==> config.mk <==
export PLATFORM = sky130hd
export DESIGN_NAME = chacha_ctr_sequencer
export DESIGN_NICKNAME = d
export VERILOG_FILES = /design/src/rtl/chacha_pkg.sv /design/src/rtl/chacha_ctr_core.sv /design/src/rtl/chacha_ctr_sequencer.sv
export SDC_FILE = /design/constraint.sdc
export NUM_CORES = 1
export LEC_CHECK = 0
export CORE_ASPECT_RATIO = 1.5
export CORE_MARGIN = 1.5
export CORE_UTILIZATION = 48
export CTS_BUF_LIST = sky130_fd_sc_hd__clkbuf_4
export DETAILED_ROUTE_END_ITERATION = 12
export PLACE_DENSITY = 0.84
export RECOVER_POWER = 100
export SKIP_LAST_GASP = 1
export SLEW_MARGIN = 20
export SYNTH_ARGS = -nofsm -noshare
export SYNTH_HDL_FRONTEND = slang
export SYNTH_HIERARCHICAL = 1
export SYNTH_SLANG_ARGS = --single-unit
==> constraint.sdc <==
create_clock -name clk -period 3.7 [get_ports clk]
set_input_delay 0.37 -clock clk [delete_from_list [all_inputs] [get_ports clk]]
set_output_delay 0.37 -clock clk [all_outputs]
set_load 0.01 [all_outputs]
==> src/rtl/chacha_pkg.sv <==
// Shared types for the ChaCha20 keystream path: state-word type, counter FSM
// states and the state-word slots that the block counter occupies.
package chacha_pkg;
  typedef logic [31:0] word_t;

  typedef enum logic [1:0] {
    IDLE    = 2'd0,
    RUN     = 2'd1,
    EXHAUST = 2'd2
  } ctr_state_t;

  localparam int CTR_WORD_IDX_LO = 12;
  localparam int CTR_WORD_IDX_HI = 13;
endpackage

==> src/rtl/chacha_ctr_core.sv <==
// CTR_W-bit block counter register: seed load, modulo increment and an
// all-ones detect used by the sequencer for wrap/exhaust decisions.
module chacha_ctr_core #(
  parameter int CTR_W = 32
) (
  input  logic             clk,
  input  logic             rst_n,
  input  logic             i_load,
  input  logic             i_inc,
  input  logic [CTR_W-1:0] i_seed,
  output logic [CTR_W-1:0] o_ctr,
  output logic             o_all_ones
);
  logic [CTR_W-1:0] r_ctr;

  always_ff @(posedge clk or negedge rst_n) begin
    if (!rst_n) begin
      r_ctr <= '0;
    end else if (i_load) begin
      r_ctr <= i_seed;
    end else if (i_inc) begin
      r_ctr <= r_ctr + CTR_W'(1);
    end
  end

  assign o_ctr      = r_ctr;
  assign o_all_ones = &r_ctr;
endmodule

==> src/rtl/chacha_ctr_sequencer.sv <==
// ChaCha20 block-counter sequencer: offers counter values to the core over a
// valid/ready handshake with seedable start, wrap/exhaust policy and budget.
module chacha_ctr_sequencer
  import chacha_pkg::*;
#(
  parameter int          CTR_W      = 32,
  parameter bit          WRAP_EN    = 1'b0,
  parameter int unsigned MAX_BLOCKS = 0,
  parameter int          CNT_W      = 32
) (
  input  logic             clk,
  input  logic             rst_n,
  input  logic             start,
  input  logic             abort,
  input  logic [CTR_W-1:0] ctr_seed,
  output logic             ctr_valid,
  input  logic             ctr_ready,
  output logic [31:0]      ctr_word0,
  output logic [31:0]      ctr_word1,
  output logic             busy,
  output logic             done,
  output logic             wrapped,
  output logic             exhausted,
  output logic [CNT_W-1:0] blocks_issued
);
  ctr_state_t       r_state, w_state_nxt;
  logic [CTR_W-1:0] w_ctr;
  logic [CNT_W-1:0] r_blocks, w_blocks_inc;
  logic             w_all_ones, w_hs, w_start, w_issue, w_inc;
  logic             w_exh_now, w_wrap_now, w_budget_hit;
  logic             r_exhausted, r_done, r_wrapped;
  word_t            w_word1;

  // A start that coincides with abort is ignored; a handshake during start is discarded,
  // but a handshake during abort still counts because the core consumed it.
  assign w_hs         = ctr_valid && ctr_ready;
  assign w_start      = start && !abort;
  assign w_issue      = w_hs && !w_start;
  assign w_exh_now    = w_issue && w_all_ones && !WRAP_EN;
  assign w_wrap_now   = w_issue && w_all_ones && WRAP_EN;
  assign w_inc        = w_issue && !w_exh_now;
  assign w_blocks_inc = (&r_blocks) ? r_blocks : r_blocks + CNT_W'(1);
  assign w_budget_hit = w_issue && (MAX_BLOCKS != 0) &&
                        (64'(w_blocks_inc) == 64'(MAX_BLOCKS));

  chacha_ctr_core #(.CTR_W(CTR_W)) u_core (
    .clk        (clk),
    .rst_n      (rst_n),
    .i_load     (w_start),
    .i_inc      (w_inc),
    .i_seed     (ctr_seed),
    .o_ctr      (w_ctr),
    .o_all_ones (w_all_ones)
  );

  always_ff @(posedge clk or negedge rst_n) begin
    if (!rst_n) r_state <= IDLE;
    else        r_state <= w_state_nxt;
  end

  always_comb begin
    w_state_nxt = r_state;
    if (abort)             w_state_nxt = IDLE;
    else if (start)        w_state_nxt = RUN;
    else if (w_exh_now)    w_state_nxt = EXHAUST;
    else if (w_budget_hit) w_state_nxt = IDLE;
  end

  always_comb begin
    ctr_valid = (r_state == RUN);
    busy      = (r_state == RUN);
  end

  always_ff @(posedge clk or negedge rst_n) begin
    if (!rst_n) begin
      r_blocks    <= '0;
      r_exhausted <= 1'b0;
      r_done      <= 1'b0;
      r_wrapped   <= 1'b0;
    end else begin
      r_done    <= w_budget_hit;
      r_wrapped <= w_wrap_now;
      if (w_start) begin
        r_blocks    <= '0;
        r_exhausted <= 1'b0;
      end else begin
        if (w_issue)   r_blocks    <= w_blocks_inc;
        if (w_exh_now) r_exhausted <= 1'b1;
      end
    end
  end

  generate
    if (CTR_W == 64) begin : g_ctr64
      assign w_word1 = w_ctr[63:32];
    end else begin : g_ctr32
      assign w_word1 = '0;
    end
  endgenerate

  assign ctr_word0     = w_ctr[31:0];
  assign ctr_word1     = w_word1;
  assign done          = r_done;
  assign wrapped       = r_wrapped;
  assign exhausted     = r_exhausted;
  assign blocks_issued = r_blocks;
endmodule
Word-level counts from Yosys, hierarchy flattened
Cells that the tools add are included.
{"block": "totals", "register_bits": 67, "in_bits": 37, "out_inout_bits": 101, "wordCells": 33}
{"block": "op_classes", "add_sub_neg": 2, "n_eq_ne": 2, "muxes": 10, "n_reduce_logical": 15}
{"op": "$mux 32", "n": 5}
{"op": "$add 32x1->32 const B", "n": 2}
{"op": "$reduce_and 32->1", "n": 2}
{"op": "$mux 2", "n": 3}
{"op": "$reduce_bool 2->1", "n": 3}
{"op": "$logic_and 1x1->1", "n": 5}
{"op": "$logic_not 1->1", "n": 3}
{"op": "$reduce_bool 3->1", "n": 1}
{"op": "$eq 2x1->1 const B", "n": 1}
{"op": "$mux 1", "n": 2}
{"op": "$ne 2x2->1 const B", "n": 1}
{"op": "$reduce_and 2->1", "n": 1}

Logic depth before layout (Yosys ltp)
Gate-level depths: netlist of run 1.
{"block": "logic_depth", "word_depth": 9, "mapped_depth": 11, "ltp_nobuf": 9}

By module
The synthesis of run 1 kept the hierarchy.
{"module": "chacha_ctr_sequencer", "instances": 1, "cells_each": 254, "area_per_inst_um2": 2233.4, "seq_area_each_um2": 875.8}
{"module": "chacha_ctr_core", "instances": 1, "cells_each": 216, "area_per_inst_um2": 1885.6, "seq_area_each_um2": 800.8}

Worst setup path after synthesis of run 1
OpenSTA, ideal clock, no wires.
{"block": "synth_path", "kind": "register to register", "from": "register u_core.r_ctr[24], in the netlist u_core/o_ctr[24]", "to": "register u_core.r_ctr[15], in the netlist u_core/o_ctr[15]", "setup_time_ns": 0.082, "arrival_ns": 2.561, "required_time_ns": 3.618, "slack_ns": 1.057, "path_stages_with_launch": 10, "n_path_buf": 1, "period_less_slack_ns": 2.643, "cell_sequence": "dfrtp_1 -> nand4_2 -> or4_4 -> nor3_1 -> nor3_1 -> and4_1 -> nand4b_1 -> clkbuf_1 -> o21ai_0 -> a31oi_1"}
{"block": "synth_via", "elab_chain_len": 5}
{"element": "from (decl)", "line": "chacha_ctr_core.sv:14", "source": "logic [CTR_W-1:0] r_ctr;"}
{"element": "from (signal assigned)", "line": "chacha_ctr_core.sv:20", "source": "r_ctr <= i_seed;"}
{"element": "from (signal assigned)", "line": "chacha_ctr_core.sv:22", "source": "r_ctr <= r_ctr + CTR_W'(1);"}
{"element": "$reduce_and 32->1", "line": "chacha_ctr_core.sv:27", "source": "assign o_all_ones = &r_ctr;"}
{"element": "via w_all_ones", "line": "chacha_ctr_sequencer.sv:29", "source": "logic w_all_ones, w_hs, w_start, w_issue, w_inc;"}
{"element": "$logic_and 1x1->1"}
{"element": "$logic_not 1->1", "line": "chacha_ctr_sequencer.sv:41", "source": "assign w_inc = w_issue && !w_exh_now;"}
{"element": "$logic_and 1x1->1", "line": "chacha_ctr_sequencer.sv:41"}
{"element": "via w_inc", "line": "chacha_ctr_sequencer.sv:29"}
{"element": "$reduce_bool 2->1 (no source line)"}
The timed path passes the listed nets, and every way through them passes these cells.
A chain may end at the register's enable or synchronous reset.

Worst setup path after layout of run 1
{"block": "layout_path", "from": "register u_core.r_ctr[0], in the netlist u_core/o_ctr[0]", "to": "register u_core.r_ctr[25], in the netlist u_core/o_ctr[25]"}
Same word-level chain as after synthesis.

==> key figures, run 1 <==
Floorplanning
  – Initial core utilization: 0.493
  – Num ports: 138
  – Core ar.: approximately 0.0084 mm^2
  – Die X: 78.6 um
  – Die height: 116 um
  – Full die area: ~0.0092 mm^2
  – # rows: 41

Clocking
  – CTS Buffer Depth: 2
  – CTS sink cnt: 67
  – Number of hold buffers added after CTS: 1
  – Total setup buffers inserted after CTS: 0
  – Worst skew pair latency: between 0.4 and 0.5 ns
  – H-tree depth: 3
  – CTS tree: yes
  – Cts bufs inserted: 9
  – Clk slew on worst S/H paths: 0.12 ns
  – Post-cts resize count: 0
  – Root Driver: clkbuf_4

Synthesis
  – Yosys cell types: 49
  – Register area share after synthesis: 0.407
  – Mapped Area: 0.00412 mm^2
  – Top_reg_cell synth: dfrtp_1
  – Number of synthesized flops with an enable pin: 0
  – Ys Warns: 6
  – Largest area contributor in the netlist: dfrtp_1
  – Cells after synthesis: 470
  – Ys async rst share: 1.00
  – Syn avg cell area: roughly 8.8 um^2
  – Synth top area share: 0.407
  – Most area-consuming cells after synthesis: dfrtp_1 (41%), buf_4 (6.7%), nand2_1 (4.1%), nor2_1 (3.9%), o21ai_0 (3.6%)
  – Flops & latches, synth: 67

Global routing
  – Tot GR Track Use: 0.236
  – First-pass GRT wire length: ~17 mm
  – Initial antenna violation count: 0
  – Largest net degree at the start of global routing: 59
  – Grt ovf: 0
  – Vias in the first global route: 3689

Power and ir drop
  – Maximum VDD drop: 0.000245 V
  – Pint: 1.27 mW
  – Switching Share: 0.287
  – Leakage: 2.13 nW
  – Sequential fraction of design power: 0.479
  – Sw power: about 510 uW
  – Clk pwr share: 0.340
  – Power Dens Cells: 344 mW/mm^2
  – Final Total Pwr: 1.78 mW
  – Combinational Power Share: 0.181

Route
  – Routed WL: approximately 10 mm
  – Routed Antenna Nets: 0
  – Drt wl/cell: about 15 um
  – Drt pass-1 iters: 5
  – Via Count: 3904
  – DR DRC count: 0
  – First DRT Iteration DRCs: 287
  – Via density: 5.79

Run status
  – Status: finished clean

Final layout
  – Area of the multi-input gates: 0.00211 mm^2
  – Fin area: ~0.0052 mm^2
  – Layout cells sized above 1: 0.0511
  – Nets@finish: 601
  – Register area: 0.00168 mm^2
  – Filler cells: 730
  – Area growth, synth to finish: 26.0%
  – Total inserted antenna cells: 0

Min path
  – Worst Hold Class: in2reg
  – Worst Hold Depth: 3
  – Hold path start: ctr_seed[25]
  – WHS Endpoint: u_core/o_ctr[25]$_DFFE_PN0P_

Timing
  – Final Slew Violations: 0
  – Rel. slew slack: 0.113
  – Minimum clock period: 3.21 ns
  – TNS Setup: 0 ns
  – Final Hold Slack: 0.477 ns
  – RSZ-0062 raised after global routing: false
  – Fin crit share: 0.866
  – Worst-Margin Slew: 1.31 ns
  – Final Hold Fails: 0
  – F_max: 0.312 GHz
  – Endpoints failing setup: 0
  – Clock skew: 0.0119 ns

Placed design
  – HPWL Detailed: 7.46 mm
  – Count of buffers from port buffering: ~100
  – GP Congestion: 0.871
  – DP Area: 0.00504 mm^2

Setup path
  – Reg2reg end: u_core/o_ctr[25]$_DFFE_PN0P_
  – CP arrival: 3.57 ns
  – Worst R2R Path Depth: 10
  – CP max FO: 17
  – Critical path type: reg2reg
  – CP Capture Type: register
  – WP data required: approximately 4 ns
  – Worst r2r src: u_core/o_ctr[0]$_DFFE_PN0P_
  – R2R Setup Slk: between 0.4 and 0.5 ns
  – Worst setup SP type: register

Flow run
  – Max-capacitance violation count: 0
==> per-stage QoR <==
step                worst slack (ns)  cells  utilization
floorplan                       1.06    503            -
global placement               0.707    657        0.603
detailed placement             0.563    657        0.603
CTS                            0.574    674        0.625
global route                   0.252    674        0.621
finish                         0.494    674        0.621
==> flip-flops by register name (all words and copies together) (netlist names) <==
register,cells
blocks_issued,32
u_core/o_ctr,32
r_state,2
exhausted,1
==> worst max path at each step <==
stage | startpoint | end | slack, ns | depth (start not counted)
floorplan | u_core/o_ctr[24]$_DFFE_PN0P_ | u_core/o_ctr[15]$_DFFE_PN0P_ | 1.06 | 9
global placement | abort | u_core/o_ctr[25]$_DFFE_PN0P_ | 0.71 | 9
detailed placement | abort | u_core/o_ctr[25]$_DFFE_PN0P_ | 0.56 | 9
CTS | u_core/o_ctr[0]$_DFFE_PN0P_ | u_core/o_ctr[25]$_DFFE_PN0P_ | 0.57 | 10
global route | u_core/o_ctr[0]$_DFFE_PN0P_ | u_core/o_ctr[25]$_DFFE_PN0P_ | 0.25 | 10
finish | u_core/o_ctr[0]$_DFFE_PN0P_ | u_core/o_ctr[25]$_DFFE_PN0P_ | 0.49 | 10
==> synth_stat cells (4+ instances only) <==
library cell,instances
a211oi_1,4
inv_1,6
a21oi_1,21
xnor2_1,12
buf_4,37
or4_1,14
and3_1,6
dfrtp_1,67
nand3_1,20
nor2_1,43
o31ai_1,15
nand2_1,45
and2_1,6
and4_1,12
nor3_1,6
buf_2,5
a31o_2,5
o21ai_0,30
clkbuf_1,14
nand4_1,20
or3_1,15
a31oi_1,22
xor2_1,11
==> cell families after synthesis <==
logic type,Yosys count,synth area share
multiplexers,2,0.00486
AO/OA/AOI/OAI,101,0.150
adder cells (fa/ha/maj),2,0.00607
other,1,0.000910
buffers and inverters,67,0.102
AND/OR/NAND/NOR,207,0.280
XOR/XNOR,23,0.0489
flip-flops,67,0.407
==> metal layers <==
layer	track usage	up-vias	share of wire
met5	0	-	0
met4	0.102	0	0.020
met3	0.0461	16	0.069
met2	0.425	167	0.52
met1	0.271	1869	0.39
li1	-	1852	-
==> cells in the final DEF (no fill, tap or decap), types with 2 or more instances in the layout <==
cell type,netlist,layout
and2_1,6,5
dlygate4sd3_1,0,68
nand2_1,45,45
or3_1,15,15
o31ai_1,15,15
a21oi_1,21,21
xor2_1,11,11
bufinv_16,0,3
or4_1,14,15
nor2_1,43,43
buf_4,37,4
nor3_1,6,6
and4_1,12,12
ha_1,2,2
nor4_1,3,3
clkdlybuf4s50_1,0,35
a31oi_1,22,22
nand2b_1,3,3
nor4b_1,1,3
xnor2_1,12,12
nand4_1,20,21
mux2i_1,2,2
clkinv_1,0,3
dfrtp_1,67,67
o21ai_0,30,30
conb_1,1,34
and3_1,6,6
nand3_1,20,20
inv_1,6,6
a211oi_1,4,4
a31o_2,5,5
clkbuf_4,0,9
==> power groups by stage <==
stage | clock network [mW] | logic, mW | registers, mW
after global placement | 0 | 0.334 | 0.867
final | 0.606 | 0.323 | 0.856
after floorplan | 0 | 0.157 | 0.877
after detailed placement | 0 | 0.342 | 0.871
after CTS | 0.618 | 0.345 | 0.858
after global routing | 0.649 | 0.354 | 0.867
==> critical path: stages, from the launching register on <==
cell      delay, ns
dfrtp_1        0.43
ha_1           0.24
and2_0         0.22
nand3_1        0.11
nor3_1         0.08
nor3_1         0.25
buf_4          0.25
and4_1         0.21
nand4b_1       0.52
or4_1          0.67
a31oi_1        0.16
==> area by class of cell <==
type,count,share of cell area
Inverter,6,0.00434
Sequential cell,67,0.323
Multi-Input combinational cell,369,0.407
Clock inverter,7,0.0205
Tap cell,107,0.0258
Timing Repair Buffer,109,0.206
Clock buffer,9,0.0130
(Power assumes the default switching activity.)
==> inputs of run 2 (changes only) <==
--- a/config.mk
+++ b/config.mk
@@ -5,7 +5,7 @@
 export SDC_FILE = /design/constraint.sdc
 export NUM_CORES = 1
 export LEC_CHECK = 0
-export CORE_ASPECT_RATIO = 1.5
+export CORE_ASPECT_RATIO = 1.25
 export CORE_MARGIN = 1.5
 export CORE_UTILIZATION = 48
 export CTS_BUF_LIST = sky130_fd_sc_hd__clkbuf_4
==> run 2 against run 1 <==
  * Critical path type unchanged
  * Worst hold slack better by 0.0028 ns
  * Core utilization is 0.064 points higher
  * First-iteration DRC count decreased by 27%
  * Count of clock-buffer cells in the layout is 1 higher
  * Critical endpoint is now u_core/o_ctr[16]$_DFFE_PN0P_
  * The flow now finishes with violations (max-capacitance violations, max-slew violations)
==> key figures, run 2 (synthesis gave the netlist of run 1 again) <==
Timing
  – Minimum clock period: 3.16 ns
  – Final Hold Slack: 0.480 ns
  – Fin crit share: 0.854
  – RSZ-0062 raised after global routing: false
  – TNS Setup: 0 ns
  – Endpoints failing setup: 0
  – Worst-Margin Slew: ~2.6 ns
  – Clock skew: 0.0150 ns
  – Rel. slew slack: -0.731
  – Final Slew Violations: between 40 and 50
  – Worst setup margin: 0.538 ns
  – Final Hold Fails: 0
  – F_max: about 0.32 GHz

Power and ir drop
  – Leakage: 2.12 nW
  – Sequential fraction of design power: 0.514
  – Clk pwr share: 0.291
  – Power Dens Cells: 322 mW/mm^2
  – Switching Share: 0.309
  – Combinational Power Share: 0.195
  – Maximum VDD drop: between 0.0002 and 0.00025 V
  – Final Total Pwr: 1.66 mW
  – Sw power: slightly above 500 uW
  – Pint: 1.15 mW

Final layout
  – Finished Layout Cells: ~670
  – Commonest non-fill, non-tap cell in the layout: dlygate4sd3_1
  – Layout cells sized above 1: 0.0562
  – Post-layout util: 0.621
  – Fin area: approximately 0.005 mm^2
  – Area growth, synth to finish: 25.0%
  – Most frequent cells in the layout: dlygate4sd3_1 (68), dfrtp_1 (67), nand2_1 (45)
  – Total inserted antenna cells: 0
  – Nets@finish: 603

Global routing
  – First-pass GRT wire length: between 15 and 20 mm
  – Grt met1 use: 0.268
  – Most Crowded Layer GR: met2
  – Vias in the first global route: about 3800
  – Grt ovf: 0
  – Initial antenna violation count: 0
  – Largest net degree at the start of global routing: about 60
  – Met2 Usage GRT: 0.417
  – Tot GR Track Use: 0.236
  – Met3 usage: 0.0554

Placed design
  – HPWL Detailed: about 7.6 mm
  – DP Area: 0.00504 mm^2
  – Count of buffers from port buffering: just over 100
  – Post-Place Setup Slack: around 0.78 ns
  – Cell Count Post-Placement: between 600 and 700
  – GP Congestion: 0.884

Floorplanning
  – Die X: approximately 86 um
  – Full die area: 0.00915 mm^2
  – Core ar.: 0.00829 mm^2
  – # rows: 37
  – Num ports: about 140
  – Initial core utilization: 0.497
  – Die height: 107 um

Clocking
  – CTS sink cnt: 67
  – Clk slew on worst S/H paths: 0.12 ns
  – Worst skew pair latency: 0.43 ns
  – Total setup buffers inserted after CTS: 0
  – Cts bufs inserted: 9
  – CTS Buffer Depth: 2
  – Root Driver: clkbuf_4
  – CTS tree: yes
  – H-tree depth: 3

Setup path
  – CP arrival: 3.50 ns
  – Critical path type: reg2reg
  – CP max FO: 13
  – CP Capture Type: register
  – Worst setup SP type: register
  – WP data required: 4.04 ns

Route
  – First DRT Iteration DRCs: 209
  – Via Count: between 3000 and 4000
  – Drt wl/cell: 16.0 um
  – Drt pass-1 iters: 4
  – Routed WL: approximately 11 mm
  – Via density: 5.83
  – DR DRC count: 0
  – Routed Antenna Nets: 0

Flow run
  – Max-capacitance violation count: 1

Run status
  – Failing checks: max-capacitance violations, max-slew violations
  – Status: finished with violations

Min path
  – Worst Hold Class: in2reg
## run 2: cell count changes in the layout (fill, tap and decap cells not counted), moves of 2 or more
cell	before	now
buf_4	4	6
bufinv_16	3	1
clkinv_1	3	1
clkinv_2	1	3
## run 2: what timing repair did
item / in CTS / in global routing
hold buffers: 0 / 1
endpoints found under the hold margin: 0 / 20
resized for setup: 0 / 0
## run 2: path summary, 6_finish.rpt
path                                                    from  slack (ns)  cells after the start                             to
worst max-delay path            u_core/o_ctr[13]$_DFFE_PN0P_        0.54                      9   u_core/o_ctr[16]$_DFFE_PN0P_
worst min-delay path                            ctr_seed[19]        0.48                      3   u_core/o_ctr[19]$_DFFE_PN0P_
worst max register to register  u_core/o_ctr[13]$_DFFE_PN0P_        0.54                      9   u_core/o_ctr[16]$_DFFE_PN0P_
worst min register to register         exhausted$_DFFE_PN0P_        0.52                      2          exhausted$_DFFE_PN0P_
max in group asynchronous                              rst_n        0.94                      2   u_core/o_ctr[26]$_DFFE_PN0P_
min in group asynchronous                              rst_n        1.28                      2  blocks_issued[14]$_DFFE_PN0P_
## run 2: metal layers
metal,share of wire,vias up,wire length [um]
li1,-,1839,-
met1,0.40,1909,4240
met2,0.52,117,5560
met3,0.061,17,652
met4,0.019,0,203
met5,0,-,0
## run 2: worst max-delay path, stage by stage, from the launching register on
cell,delay (ns)
dfrtp_1,0.46
and4_1,0.27
nand4_1,0.09
buf_4,0.18
nor3_1,0.11
nor3_1,0.39
clkbuf_1,0.47
nand4_1,0.33
or4_1,0.56
a31oi_1,0.22
## run 2: final cells by class
| cell class | instances | area [um^2] |
|---|---|---|
| clock buffers | 10 | 75.1 |
| flip-flops and latches | 67 | 1680 |
| clock inverters | 6 | 56.3 |
| multi-input cells | 369 | 2110 |
| fillers | 750 | 3140 |
| well taps | 97 | 121 |
| repair buffers | 111 | 1080 |
| inverters | 6 | 22.5 |
## run 2: power by group through the flow
stage	combinational [mW]	clock [mW]	sequential [mW]
final	0.323	0.483	0.853
after detailed placement	0.342	0	0.869
after global placement	0.335	0	0.864
after floorplan	0.157	0	0.877
after global routing	0.355	0.521	0.865
after CTS	0.344	0.494	0.856
